## src/rtl/bin_to_bcd_seq.sv

```systemverilog
// bin_to_bcd_seq: sequential binary-to-BCD converter (shift-and-add-3).
// One double-dabble iteration per clock, valid/ready on both sides.
//
// Parameters:
//   BIN_W   binary input width (>= 4)
//   DIGITS  number of BCD output digits (>= 1)
// Ports:
//   clk, rst_n        clock, asynchronous active-low reset
//   in_valid/in_ready input handshake, bin_in sampled at accept edge
//   out_valid/out_ready output handshake, result held under backpressure
//   bcd_out           digit i at [4i+3:4i], saturated to all 9s on overflow
//   overflow          input value exceeds 10^DIGITS-1
//   blank             per-digit leading-zero flags
// Build option:
//   BCD_BLANK_EN      when defined, drives leading-zero blank flags;
//                     otherwise blank is tied to 0.
module bin_to_bcd_seq #(
    parameter int BIN_W  = 12,
    parameter int DIGITS = 4
) (
    input  logic                  clk,
    input  logic                  rst_n,
    input  logic                  in_valid,
    output logic                  in_ready,
    input  logic [BIN_W-1:0]      bin_in,
    output logic                  out_valid,
    input  logic                  out_ready,
    output logic [4*DIGITS-1:0]   bcd_out,
    output logic                  overflow,
    output logic [DIGITS-1:0]     blank
);

    localparam int BW = 4 * DIGITS;
    localparam int CW = $clog2(BIN_W + 1);
    localparam logic [CW-1:0] LAST = CW'(BIN_W - 1);

    typedef enum logic [1:0] {
        IDLE,
        SHIFT,
        DONE
    } state_t;

    state_t           state_q;
    logic [BIN_W-1:0] bin_q;
    logic [BW-1:0]    bcd_q;
    logic             ovf_q;
    logic [CW-1:0]    cnt_q;
    logic [BW-1:0]    bcd_o_q;
    logic             ovf_o_q;

    logic [BW-1:0]    bcd_adj;
    logic [BW-1:0]    bcd_d;
    logic [BIN_W-1:0] bin_d;
    logic             ovf_d;
    logic [BW-1:0]    res_d;

    // One iteration: add 3 to each digit >= 5 (no inter-digit carry),
    // then shift {bcd, bin} left. The bit leaving the top digit means
    // the value no longer fits in DIGITS digits.
    always_comb begin
        bcd_adj = '0;
        for (int i = 0; i < DIGITS; i++) begin
            if (bcd_q[4*i +: 4] >= 4'd5)
                bcd_adj[4*i +: 4] = bcd_q[4*i +: 4] + 4'd3;
            else
                bcd_adj[4*i +: 4] = bcd_q[4*i +: 4];
        end
        bcd_d = {bcd_adj[BW-2:0], bin_q[BIN_W-1]};
        bin_d = {bin_q[BIN_W-2:0], 1'b0};
        ovf_d = ovf_q | bcd_adj[BW-1];
        res_d = ovf_d ? {DIGITS{4'h9}} : bcd_d;
    end

`ifdef BCD_BLANK_EN
    logic [DIGITS-1:0] blank_q;
    logic [DIGITS-1:0] blank_d;
    logic              zero_above;

    // Digit i is blanked when it and every higher digit are zero.
    // The ones digit always shows, and a saturated result never blanks.
    always_comb begin
        blank_d    = '0;
        zero_above = 1'b1;
        for (int i = DIGITS - 1; i >= 1; i--) begin
            zero_above = zero_above & (res_d[4*i +: 4] == 4'd0);
            blank_d[i] = zero_above & ~ovf_d;
        end
    end

    assign blank = blank_q;
`else
    assign blank = '0;
`endif

    always_ff @(posedge clk or negedge rst_n) begin
        if (!rst_n) begin
            state_q <= IDLE;
            bin_q   <= '0;
            bcd_q   <= '0;
            ovf_q   <= 1'b0;
            cnt_q   <= '0;
            bcd_o_q <= '0;
            ovf_o_q <= 1'b0;
`ifdef BCD_BLANK_EN
            blank_q <= '0;
`endif
        end else begin
            unique case (state_q)
                IDLE: begin
                    if (in_valid) begin
                        bin_q   <= bin_in;
                        bcd_q   <= '0;
                        ovf_q   <= 1'b0;
                        cnt_q   <= '0;
                        state_q <= SHIFT;
                    end
                end
                SHIFT: begin
                    bin_q <= bin_d;
                    bcd_q <= bcd_d;
                    ovf_q <= ovf_d;
                    cnt_q <= cnt_q + CW'(1);
                    // Final iteration: capture the result straight into
                    // the output registers so out_valid and data align.
                    if (cnt_q == LAST) begin
                        bcd_o_q <= res_d;
                        ovf_o_q <= ovf_d;
`ifdef BCD_BLANK_EN
                        blank_q <= blank_d;
`endif
                        state_q <= DONE;
                    end
                end
                DONE: begin
                    if (out_ready)
                        state_q <= IDLE;
                end
                default: state_q <= IDLE;
            endcase
        end
    end

    assign in_ready  = (state_q == IDLE);
    assign out_valid = (state_q == DONE);
    assign bcd_out   = bcd_o_q;
    assign overflow  = ovf_o_q;

endmodule

```

## config.mk

```make
export PLATFORM = sky130hd
export DESIGN_NAME = bin_to_bcd_seq
export DESIGN_NICKNAME = d
export VERILOG_FILES = /design/src/rtl/bin_to_bcd_seq.sv
export SDC_FILE = /design/constraint.sdc
export NUM_CORES = 1
export LEC_CHECK = 0
export ABC_AREA = 0
export ABC_CLOCK_PERIOD_IN_PS = 3400
export CAP_MARGIN = 20
export CORE_ASPECT_RATIO = 1.25
export CORE_MARGIN = 5
export CORE_UTILIZATION = 57
export CTS_BUF_LIST = sky130_fd_sc_hd__clkbuf_2
export CTS_CLUSTER_SIZE = 28
export DETAILED_ROUTE_END_ITERATION = 7
export GPL_TIMING_DRIVEN = 0
export PLACE_DENSITY = 0.85
export SYNTH_ARGS = -nofsm -noshare
export SYNTH_HDL_FRONTEND = slang
export SYNTH_SLANG_ARGS = --single-unit
```

## constraint.sdc

```tcl
create_clock -name clk -period 3.4 [get_ports clk]
set_input_delay 0.85 -clock clk [delete_from_list [all_inputs] [get_ports clk]]
set_output_delay 0.85 -clock clk [all_outputs]
set_load 0.005 [all_outputs]
```

==> impl_metrics.env <==
export IMPL_synth_edff_count=0
export IMPL_final_cell_mix="52 x dfrtp_1, 40 x nand2_1, 34 x o21ai_0"
export IMPL_synth_top_area_share_pct=49.57
export IMPL_filler_cell_count=372
export IMPL_dp_cells=364
export IMPL_postCtsHoldBufs=0
export IMPL_nNetsFinal=338
export IMPL_drt_initial_drc_count=114
export IMPL_drive_gt1_share_pct=13.06
export IMPL_finalWirelength_um=5674
export IMPL_final_util_pct=70.12
export IMPL_yosysTopAreaCell="dfrtp_1"
export IMPL_hold_viol_final=0
export IMPL_power_density_nw_per_um2=869.3
export IMPL_hpwl_um=4182
export IMPL_synth_distinct_cells=35
export IMPL_crit_path_end_kind="primary output"
export IMPL_muxShareOfSynthArea_pct=1.716
export IMPL_synth_compound_area_share_pct=20.97
export IMPL_max_slew_margin_rel_pct=64.28
export IMPL_drc=0
export IMPL_io_buffers=34
export IMPL_power_leakage_uw=0.001302
export IMPL_cts_made_buffers=5
export IMPL_crit_type="flip-flop to primary output"
export IMPL_startpoint_type="flip-flop"
export IMPL_critPathTopFamily="buffers and inverters"
export IMPL_clk_insertion_delay_late_ns=0.44
export IMPL_ys_warn_count=0
export IMPL_cts_sinks=52
export IMPL_finalWeightedCongestion=0.8155
export IMPL_syn_to_final_growth_pct=18.21
export IMPL_cts_tree="done"
export IMPL_slew_viol_final=0
export IMPL_max_stage_delay_ns=0.46
export IMPL_peakVddDrop_uv=484.6
export IMPL_die_x_um=70.70
export IMPL_dp_slack_ns=1.051
export IMPL_diodes=0
export IMPL_placementRows=27
export IMPL_core_area_um2=4425
export IMPL_final_antenna_net_count=0
export IMPL_placedInstanceArea_um2=3064
export IMPL_routed_via_density=5.624
export IMPL_crit_buf_inv=3
export IMPL_cts_max_level=2
export IMPL_seq_area_frac_synth_pct=49.57
export IMPL_final_common_cell="dfrtp_1"
export IMPL_rsz0062_at_grt="no"
export IMPL_cts_resized=0
export IMPL_stdcell_area_um2=3103
export IMPL_synthCells=268
export IMPL_final_cells=372
export IMPL_setup_viol=0
export IMPL_antenna_found_initial=0
export IMPL_grt_max_degree=42
export IMPL_synth_top_family_by_area="compound AO/OA/AOI/OAI gates"
export IMPL_clkTransAtPathRegs_ns=0.26
export IMPL_drv_cap=0
export IMPL_synth_fa_ha_area_share_pct=4.290
export IMPL_grt_pass1_wl_um=9729
export IMPL_grt_pass1_vias=2096
export IMPL_period_share_pct=83.76
export IMPL_netlist_top_cells_area="dfrtp_1 50%, o21ai_0 6.5%, nand2_1 5.7%, nor3b_1 5.7%, a21oi_1 4.6%"
export IMPL_routedWlPerCell_um=15.25
export IMPL_root_buffer="clkbuf_2"
export IMPL_fmax_mhz=351.2
export IMPL_path_cells="buf_2, buf_1, nor2_1, clkdlybuf4s50_1"
export IMPL_vias=2092
export IMPL_cts_setup_buffers=0
export IMPL_netlist_area_um2=2625
export IMPL_yosys_most_used_dff="dfrtp_1"
export IMPL_fin_crit_ns=2.848
export IMPL_async_flop_share_pct=100.0
export IMPL_die_y_um=85.87
export IMPL_yosys_register_bits=52
export IMPL_crit_arrival_ns=2.00
export IMPL_io_pins=39
export IMPL_status="finished, final reports clean"
export IMPL_synthXorXnorAreaFrac_pct=1.335
export IMPL_synthSimpleGateAreaFrac_pct=16.16
export IMPL_path_max_fanout=10
export IMPL_groute_usage_overall_pct=19.75
export IMPL_cp_required_ns=2.55
export IMPL_fin_skew_ns=0.02340
export IMPL_grt_overflow=0
export IMPL_synth_area_per_cell_um2=9.795
export IMPL_initial_utilization_pct=59.32
export IMPL_tightest_slew_ns=0.5358
export IMPL_min_path_type="input pin to asynchronous set/reset pin"
export IMPL_setup_ws_ns=0.5523
export IMPL_cp_slowest_cell="clkdlybuf4s50_1"
export IMPL_die_area_um2=6071
export IMPL_clock_path_buffers=2
export IMPL_first_pass_iters=4
-- flip-flops by register name, indices dropped and copies added (netlist names) --
| register | flops |
|---|---|
| overflow | 1 |
| bcd_q | 16 |
| bin_q | 12 |
| state_q | 2 |
| cnt_q | 4 |
| ovf_q | 1 |
| bcd_out | 16 |
-- synth_stat cells, types with 5 or more instances --
cell type and number:
dfrtp_1 52, a31oi_2 7, inv_1 10, nand2b_1 6, nand2_1 40, a21oi_1 24
o31ai_1 7, o21ai_0 34, nor2_1 11, ha_1 9, buf_2 8, buf_4 5
nor3b_1 20
-- power breakdown --
group / total, uW / leakage, uW / switching [uW] / internal, uW
registers: 1110 / 0.000648 / 218 / 892
clock network: 242 / 0.0000306 / 187 / 55.0
logic: 1350 / 0.000623 / 715 / 630
-- logic make-up after synthesis --
logic type,Yosys count
compound gates,85
simple gates,84
flops,52
buf+inv,29
fa+ha+maj,9
xor+xnor,4
mux,4
other cells,1
-- layer usage --
layer  wire length [um]  global-route usage, %  up-vias  part of all wire, %
met2               3045                  36.62       56                   54
met3                302                  3.986        5                  5.3
li1                   -                      -     1008                    -
met5                  0                      0        -                    0
met4                 56                  4.786        0                 0.99
met1               2270                  23.18     1023                   40
-- per-stage QoR --
step	hold WS, ns	setup TNS [ns]	power, uW
2_1_floorplan	0.4501	0	1983
3_3_place_gp	0.4610	-0.7240	2398
3_5_place_dp	0.4705	0	2485
4_1_cts	0.2500	0	2713
5_1_grt	0.2150	0	2925
6_report	0.2436	0	2697
-- area by class of cell --
cell class / instances / area (um^2) / share of cell area, %
Inverter: 10 / 37.54 / 1.210
Clock buffer: 7 / 35.03 / 1.129
Clock inverter: 1 / 3.754 / 0.1210
Timing Repair Buffer: 35 / 355.3 / 11.45
Tap cell: 58 / 72.57 / 2.339
Multi-Input combinational cell: 190 / 1182 / 38.10
Sequential cell: 52 / 1301 / 41.94
Buffer: 19 / 115.1 / 3.710
-- path summary, 6_finish.rpt --
kind	start	to	slack (ns)	cells past startpoint
min in group clk	bcd_out[13]$_DFFE_PN0P_	bcd_out[13]$_DFFE_PN0P_	0.51	2
hold reg to reg	bcd_out[13]$_DFFE_PN0P_	bcd_out[13]$_DFFE_PN0P_	0.51	2
hold / removal	rst_n	bcd_out[6]$_DFFE_PN0P_	0.24	1
setup / recovery	state_q[0]$_DFFE_PN0P_	in_ready	0.55	4
setup reg to reg	bcd_q[12]$_DFFE_PN0P_	bcd_out[2]$_DFFE_PN0P_	1.58	6
max in group asynchronous	rst_n	bcd_q[12]$_DFFE_PN0P_	2.62	2
(Power assumes the default switching activity.)
